<file path="src/rtl/regfile_wb_arbiter.sv">
// Register-file writeback arbiter.
// Owns the single regfile write port. After reset it optionally sweeps every
// register to INIT_VALUE, then arbitrates round-robin between the ALU (src0) and
// load (src1) writeback sources, each behind a one-entry holding buffer. It also
// reports pending-write hazards for the decode stage's rs/rt operands.
// Optional feature: define REGWB_R0_DISCARD_EN to drop writes to register 0
// (handshake still completes) and to never flag register 0 as busy.

module regfile_wb_arbiter #(
    parameter int unsigned           DATA_WIDTH = 32,
    parameter int unsigned           ADDR_WIDTH = 5,
    parameter bit                    INIT_SWEEP = 1'b1,
    parameter logic [DATA_WIDTH-1:0] INIT_VALUE = '0
) (
    input  logic                  clock,
    input  logic                  reset,

    input  logic                  s0_valid,
    input  logic [ADDR_WIDTH-1:0] s0_addr,
    input  logic [DATA_WIDTH-1:0] s0_data,
    output logic                  s0_ready,

    input  logic                  s1_valid,
    input  logic [ADDR_WIDTH-1:0] s1_addr,
    input  logic [DATA_WIDTH-1:0] s1_data,
    output logic                  s1_ready,

    input  logic [ADDR_WIDTH-1:0] rs_query,
    input  logic [ADDR_WIDTH-1:0] rt_query,
    output logic                  rs_busy,
    output logic                  rt_busy,

    output logic                  wb_en,
    output logic [ADDR_WIDTH-1:0] wb_addr,
    output logic [DATA_WIDTH-1:0] wb_data,
    output logic                  init_done
);

    typedef enum logic [0:0] {
        StInit,
        StRun
    } state_e;

    localparam state_e ResetState = INIT_SWEEP ? StInit : StRun;

    // The sweep counter has one extra bit so "all addresses issued" is a
    // distinct value from the last address itself.
    localparam logic [ADDR_WIDTH:0] SweepEnd = {1'b1, {ADDR_WIDTH{1'b0}}};
    localparam logic [ADDR_WIDTH:0] CntOne   = {{ADDR_WIDTH{1'b0}}, 1'b1};

    state_e                  state_q, state_d;
    logic [ADDR_WIDTH:0]     init_cnt_q, init_cnt_d;

    logic                    h0_valid_q, h0_valid_d;
    logic [ADDR_WIDTH-1:0]   h0_addr_q, h0_addr_d;
    logic [DATA_WIDTH-1:0]   h0_data_q, h0_data_d;

    logic                    h1_valid_q, h1_valid_d;
    logic [ADDR_WIDTH-1:0]   h1_addr_q, h1_addr_d;
    logic [DATA_WIDTH-1:0]   h1_data_q, h1_data_d;

    // 0 = src0 was granted last, 1 = src1 was granted last
    logic                    rr_last_q, rr_last_d;

    logic                    wb_en_q, wb_en_d;
    logic [ADDR_WIDTH-1:0]   wb_addr_q, wb_addr_d;
    logic [DATA_WIDTH-1:0]   wb_data_q, wb_data_d;
    logic                    init_done_q, init_done_d;

    logic                    in_run;
    logic                    accept0, accept1;
    logic                    keep0, keep1;
    logic                    grant0, grant1;
    logic                    rs_query_ok, rt_query_ok;
    logic                    rs_hit, rt_hit;

    // Handshake: a source can only be accepted in RUN with an empty buffer.
    always_comb begin
        in_run   = (state_q == StRun);
        s0_ready = in_run & ~h0_valid_q;
        s1_ready = in_run & ~h1_valid_q;
        accept0  = s0_valid & s0_ready;
        accept1  = s1_valid & s1_ready;
    end

`ifdef REGWB_R0_DISCARD_EN
    // Register 0 is hardwired: accepted requests to it are dropped on the floor.
    always_comb begin
        keep0       = accept0 & (s0_addr != '0);
        keep1       = accept1 & (s1_addr != '0);
        rs_query_ok = (rs_query != '0);
        rt_query_ok = (rt_query != '0);
    end
`else
    // Register 0 behaves like any other register.
    always_comb begin
        keep0       = accept0;
        keep1       = accept1;
        rs_query_ok = 1'b1;
        rt_query_ok = 1'b1;
    end
`endif

    // Round-robin grant on the pre-edge buffer state; ties go to the source
    // that was not served last.
    always_comb begin
        grant0 = in_run & h0_valid_q & (~h1_valid_q | rr_last_q);
        grant1 = in_run & h1_valid_q & (~h0_valid_q | ~rr_last_q);
    end

    // Next-state for the sweep, holding buffers, arbiter pointer and write port.
    always_comb begin
        state_d     = state_q;
        init_cnt_d  = init_cnt_q;
        h0_valid_d  = h0_valid_q;
        h0_addr_d   = h0_addr_q;
        h0_data_d   = h0_data_q;
        h1_valid_d  = h1_valid_q;
        h1_addr_d   = h1_addr_q;
        h1_data_d   = h1_data_q;
        rr_last_d   = rr_last_q;
        wb_en_d     = 1'b0;
        wb_addr_d   = wb_addr_q;
        wb_data_d   = wb_data_q;
        init_done_d = init_done_q;

        unique case (state_q)
            StInit: begin
                if (init_cnt_q == SweepEnd) begin
                    // Every address has been written; wb_addr/wb_data hold.
                    state_d     = StRun;
                    init_done_d = 1'b1;
                end else begin
                    wb_en_d    = 1'b1;
                    wb_addr_d  = init_cnt_q[ADDR_WIDTH-1:0];
                    wb_data_d  = INIT_VALUE;
                    init_cnt_d = init_cnt_q + CntOne;
                end
            end

            StRun: begin
                // Drain: at most one buffer is granted per cycle.
                if (grant0) begin
                    wb_en_d    = 1'b1;
                    wb_addr_d  = h0_addr_q;
                    wb_data_d  = h0_data_q;
                    h0_valid_d = 1'b0;
                    rr_last_d  = 1'b0;
                end else if (grant1) begin
                    wb_en_d    = 1'b1;
                    wb_addr_d  = h1_addr_q;
                    wb_data_d  = h1_data_q;
                    h1_valid_d = 1'b0;
                    rr_last_d  = 1'b1;
                end

                // Fill: only possible into an empty buffer, so never collides
                // with the drain of the same buffer above.
                if (keep0) begin
                    h0_valid_d = 1'b1;
                    h0_addr_d  = s0_addr;
                    h0_data_d  = s0_data;
                end
                if (keep1) begin
                    h1_valid_d = 1'b1;
                    h1_addr_d  = s1_addr;
                    h1_data_d  = s1_data;
                end
            end

            default: begin
                state_d = ResetState;
            end
        endcase
    end

    // State and registered write-port outputs.
    always_ff @(posedge clock or negedge reset) begin
        if (!reset) begin
            state_q     <= ResetState;
            init_cnt_q  <= '0;
            h0_valid_q  <= 1'b0;
            h0_addr_q   <= '0;
            h0_data_q   <= '0;
            h1_valid_q  <= 1'b0;
            h1_addr_q   <= '0;
            h1_data_q   <= '0;
            rr_last_q   <= 1'b1;
            wb_en_q     <= 1'b0;
            wb_addr_q   <= '0;
            wb_data_q   <= '0;
            init_done_q <= ~INIT_SWEEP;
        end else begin
            state_q     <= state_d;
            init_cnt_q  <= init_cnt_d;
            h0_valid_q  <= h0_valid_d;
            h0_addr_q   <= h0_addr_d;
            h0_data_q   <= h0_data_d;
            h1_valid_q  <= h1_valid_d;
            h1_addr_q   <= h1_addr_d;
            h1_data_q   <= h1_data_d;
            rr_last_q   <= rr_last_d;
            wb_en_q     <= wb_en_d;
            wb_addr_q   <= wb_addr_d;
            wb_data_q   <= wb_data_d;
            init_done_q <= init_done_d;
        end
    end

    // Hazard flags: a query is busy while any held or in-flight write targets it.
    always_comb begin
        rs_hit = (h0_valid_q && (h0_addr_q == rs_query)) ||
                 (h1_valid_q && (h1_addr_q == rs_query)) ||
                 (wb_en_q    && (wb_addr_q == rs_query));
        rt_hit = (h0_valid_q && (h0_addr_q == rt_query)) ||
                 (h1_valid_q && (h1_addr_q == rt_query)) ||
                 (wb_en_q    && (wb_addr_q == rt_query));
        rs_busy = in_run & rs_query_ok & rs_hit;
        rt_busy = in_run & rt_query_ok & rt_hit;
    end

    // Output drive from the registered write port.
    always_comb begin
        wb_en     = wb_en_q;
        wb_addr   = wb_addr_q;
        wb_data   = wb_data_q;
        init_done = init_done_q;
    end

endmodule
</file>
<file path="config.mk">
export PLATFORM = sky130hd
export DESIGN_NAME = regfile_wb_arbiter
export DESIGN_NICKNAME = d
export VERILOG_FILES = /design/src/rtl/regfile_wb_arbiter.sv
export SDC_FILE = /design/constraint.sdc
export NUM_CORES = 1
export LEC_CHECK = 0
export CAP_MARGIN = 10
export CORE_MARGIN = 2
export CORE_UTILIZATION = 38
export CTS_BUF_LIST = sky130_fd_sc_hd__clkbuf_4
export CTS_CLUSTER_DIAMETER = 100
export DETAILED_ROUTE_END_ITERATION = 8
export PLACE_DENSITY = 0.76
export RECOVER_POWER = 25
export SLEW_MARGIN = 30
export SYNTH_ARGS = -nofsm -noshare
export SYNTH_HDL_FRONTEND = slang
export SYNTH_SLANG_ARGS = --single-unit
</file>
<file path="constraint.sdc">
create_clock -name clock -period 1.5 [get_ports clock]
set_input_delay 0.3 -clock clock [delete_from_list [all_inputs] [get_ports clock]]
set_output_delay 0.3 -clock clock [all_outputs]
set_load 0.005 [all_outputs]
</file>
==> flow_metrics.tcl <==
set metrics [dict create \
    status "finished with violations" \
    violations "negative setup slack" \
    avgSynthCellArea_um2 12.9 \
    area_growth_pct 69.0 \
    place_ws_ns -0.883 \
    n_antenna_cell 0 \
    syn-num-nets 518 \
    clkLatencyLatePin_ns 0.54 \
    syn_inst 428 \
    cp_max_fo 2 \
    clock_path_buffers 2 \
    clkSlewWorstSetupHoldPaths_ns 0.10 \
    drt-wirelength-per-cell_um 21.7 \
    drive_gt1_share_pct 55.0 \
    hpwl_um 9920 \
    synth_ff_type "dfrtp_1" \
    grt_start_max_net_pins 41 \
    leakage_uw 0.00418 \
    tightest_slew_ns 0.631 \
    portBuffers 130 \
    ys_ff_latch 123 \
    hp-class "in2async" \
    fin_nets 781 \
    core_area_um2 14400 \
    slew_headroom_pct 58.0 \
    clockRootBuffer "clkbuf_4" \
    ir_drop_v 0.000864 \
    overflow 0 \
    syn_area_um2 5520 \
    clock_sinks 123 \
    synth_edf_count 0 \
    rows 44 \
    period_needed_ns 2.16 \
    synth_top_area_share_pct 55.3 \
    grt_usage_pct 23.7 \
    r2r-end "wb_addr[2]$_DFFE_PN0P_" \
    drt-pass1-iter-count 4 \
    max_stage_delay_ns 0.42 \
    worstPathCellList "buf_6, xor2_2, nor4_2, nand4_1, nand3_1, buf_2" \
    num_vias 4668 \
    hold_viol_final 0 \
    clock_skew_ns 0.0136 \
    worstPathRequired_ns 1.20 \
    fp.dieW_um 125 \
    r2r_start "in_run$_DFF_PN0_" \
    drtIter0Drc 231 \
    cts_htree_levels 4 \
    drtAntennaViolNets 0 \
    final_common_cell "dfrtp_1" \
    yosys_warnings 0 \
    fp.dieH_um 125 \
    crit_path_start_kind "flop" \
    fin_ws_ns -0.662 \
    gp_congestion 0.915 \
    setup_tns_ns -16.58 \
    synth_top_cell_by_area "dfrtp_1" \
    r2r_slack_ns -0.24 \
    fmax_mhz 463 \
    postPlaceCellArea_um2 7430 \
    netlist_top_cells_area "dfrtp_1, mux2_2, mux2i_1" \
    critPathLaunch "h1_addr_q[1]$_DFFE_PN0P_" \
    slowest_stage "dfrtp_1" \
    max-cap-violations 0 \
    totalWireLength_um 19100 \
    numCtsBuffers 17 \
    drcViolationCount 0 \
    first_global_vias 5125 \
    async_reset_ff_share_pct 100 \
    r2r_cells 8 \
    final_cells 884 \
    critPathKind "reg2out" \
    fin_area_um2 9330 \
    power.density_nw_per_um2 2020 \
    fillCellCount 1010 \
    cts_tree "done" \
    arrival_ns 1.86 \
    vias_per_cell 5.28 \
    maxSlewViolCount 0 \
    start_util_pct 38.4 \
    die_area_um2 15500 \
    finalCritPeriodShare_pct 144 \
    pin_count 131 \
    grt_pass1_wl_um 28100 \
    rsz0062_at_grt "yes" \
    antenna_found_initial 0 \
    yosysUniqueCellTypes 40 \
    final_cell_mix "dfrtp_1, clkdlybuf4s50_1, buf_4" \
    endpoint_kind "output pin" \
    yosysSeqAreaShare_pct 55.7 \
    placed_cells 770 \
    finalSetupViolations 121 \
]
## cell families (layout without fill, tap and decap cells)
family                   count (synthesis)  count (layout)  synth area share [%]
AND/OR/NAND/NOR                         81              81                  7.45
AO/OA/AOI/OAI                           52              52                  6.84
flip-flops                             123             123                  55.7
multiplexers                           106             106                  20.9
adder cells (fa/ha/maj)                  2               2                 0.453
buffers and inverters                   29             301                  3.08
XOR/XNOR                                35              35                  5.55
## per-stage QoR
stage / hold WS, ns / util (%) / total power (µW)
final: 0.297 / 65.0 / 18900
after global routing: 0.299 / 65.0 / 19800
after CTS: 0.166 / 61.9 / 17300
after detailed placement: 0.228 / 51.7 / 12300
after global placement: 0.223 / 51.7 / 12000
after floorplan: 0.00441 / - / 9200
## flip-flops by register name (all words and copies together) (netlist names)
name        cells
h0_data_q      32
h1_data_q      32
wb_data        32
init_cnt_q      6
h0_addr_q       5
h1_addr_q       5
wb_addr         5
h0_valid_q      1
h1_valid_q      1
in_run          1
init_done       1
rr_last_q       1
wb_en           1
## power by group
group	switching (µW)	total, µW	internal, µW	leakage, µW
combinational	4540	11000	6440	0.00262
clock	1160	1820	660	0.000115
sequential	1230	6070	4840	0.00144
## worst max-delay path: cells and delay by family (launching register included)
family,cells,cell delay [ns]
XOR/XNOR,1,0.14
flip-flops,1,0.42
AND/OR/NAND/NOR,3,0.51
buffers and inverters,2,0.25
## cells in the mapped netlist (2+ instances only)
master and count:
inv_1 4, xor2_1 25, buf_4 7, buf_2 10, o31ai_1 34, o21ai_0 8, clkbuf_1 4, nand3_1 12
a21o_1 2, nor4_1 6, nor2_2 2, buf_6 3, and3_1 3, mux2_2 74, a31oi_1 2, xnor2_1 10
dfrtp_1 122, mux2i_1 32, ha_1 2, nand2_1 41, nand4_1 4, nor2_1 3
## routing by layer
metal,routed length (µm),track usage [%]
met1,7590,28.1
met2,9780,39.5
met3,1000,6.96
met4,764,11.0
met5,0,0
## repair_timing
action	in CTS	in global routing
hold buffers	1	0
pin swaps	40	27
buffers inserted	57	31
setup endpoints to repair	115	153
resized for setup	251	142
gates cloned	13	6
hold endpoints to repair	122	0
## area by class of cell
class	count	area, µm²	area share (%)
flip-flops and latches	123	3090	33.1
repair buffers	268	2730	29.2
well taps	184	230	2.47
clock inverters	7	30.0	0.322
multi-input cells	276	3080	33.0
clock buffers	21	158	1.69
inverters	5	21.3	0.228
## worst max-delay path by stage
stage,endpoint,cells after the start
2_1_floorplan,wb_data[10]$_DFFE_PN0P_,5
3_3_place_gp,rs_busy,6
3_5_place_dp,rt_busy,6
4_1_cts,rt_busy,6
5_1_grt,rt_busy,5
6_report,rs_busy,6
Note: power is estimated with default switching activity, not from simulation.
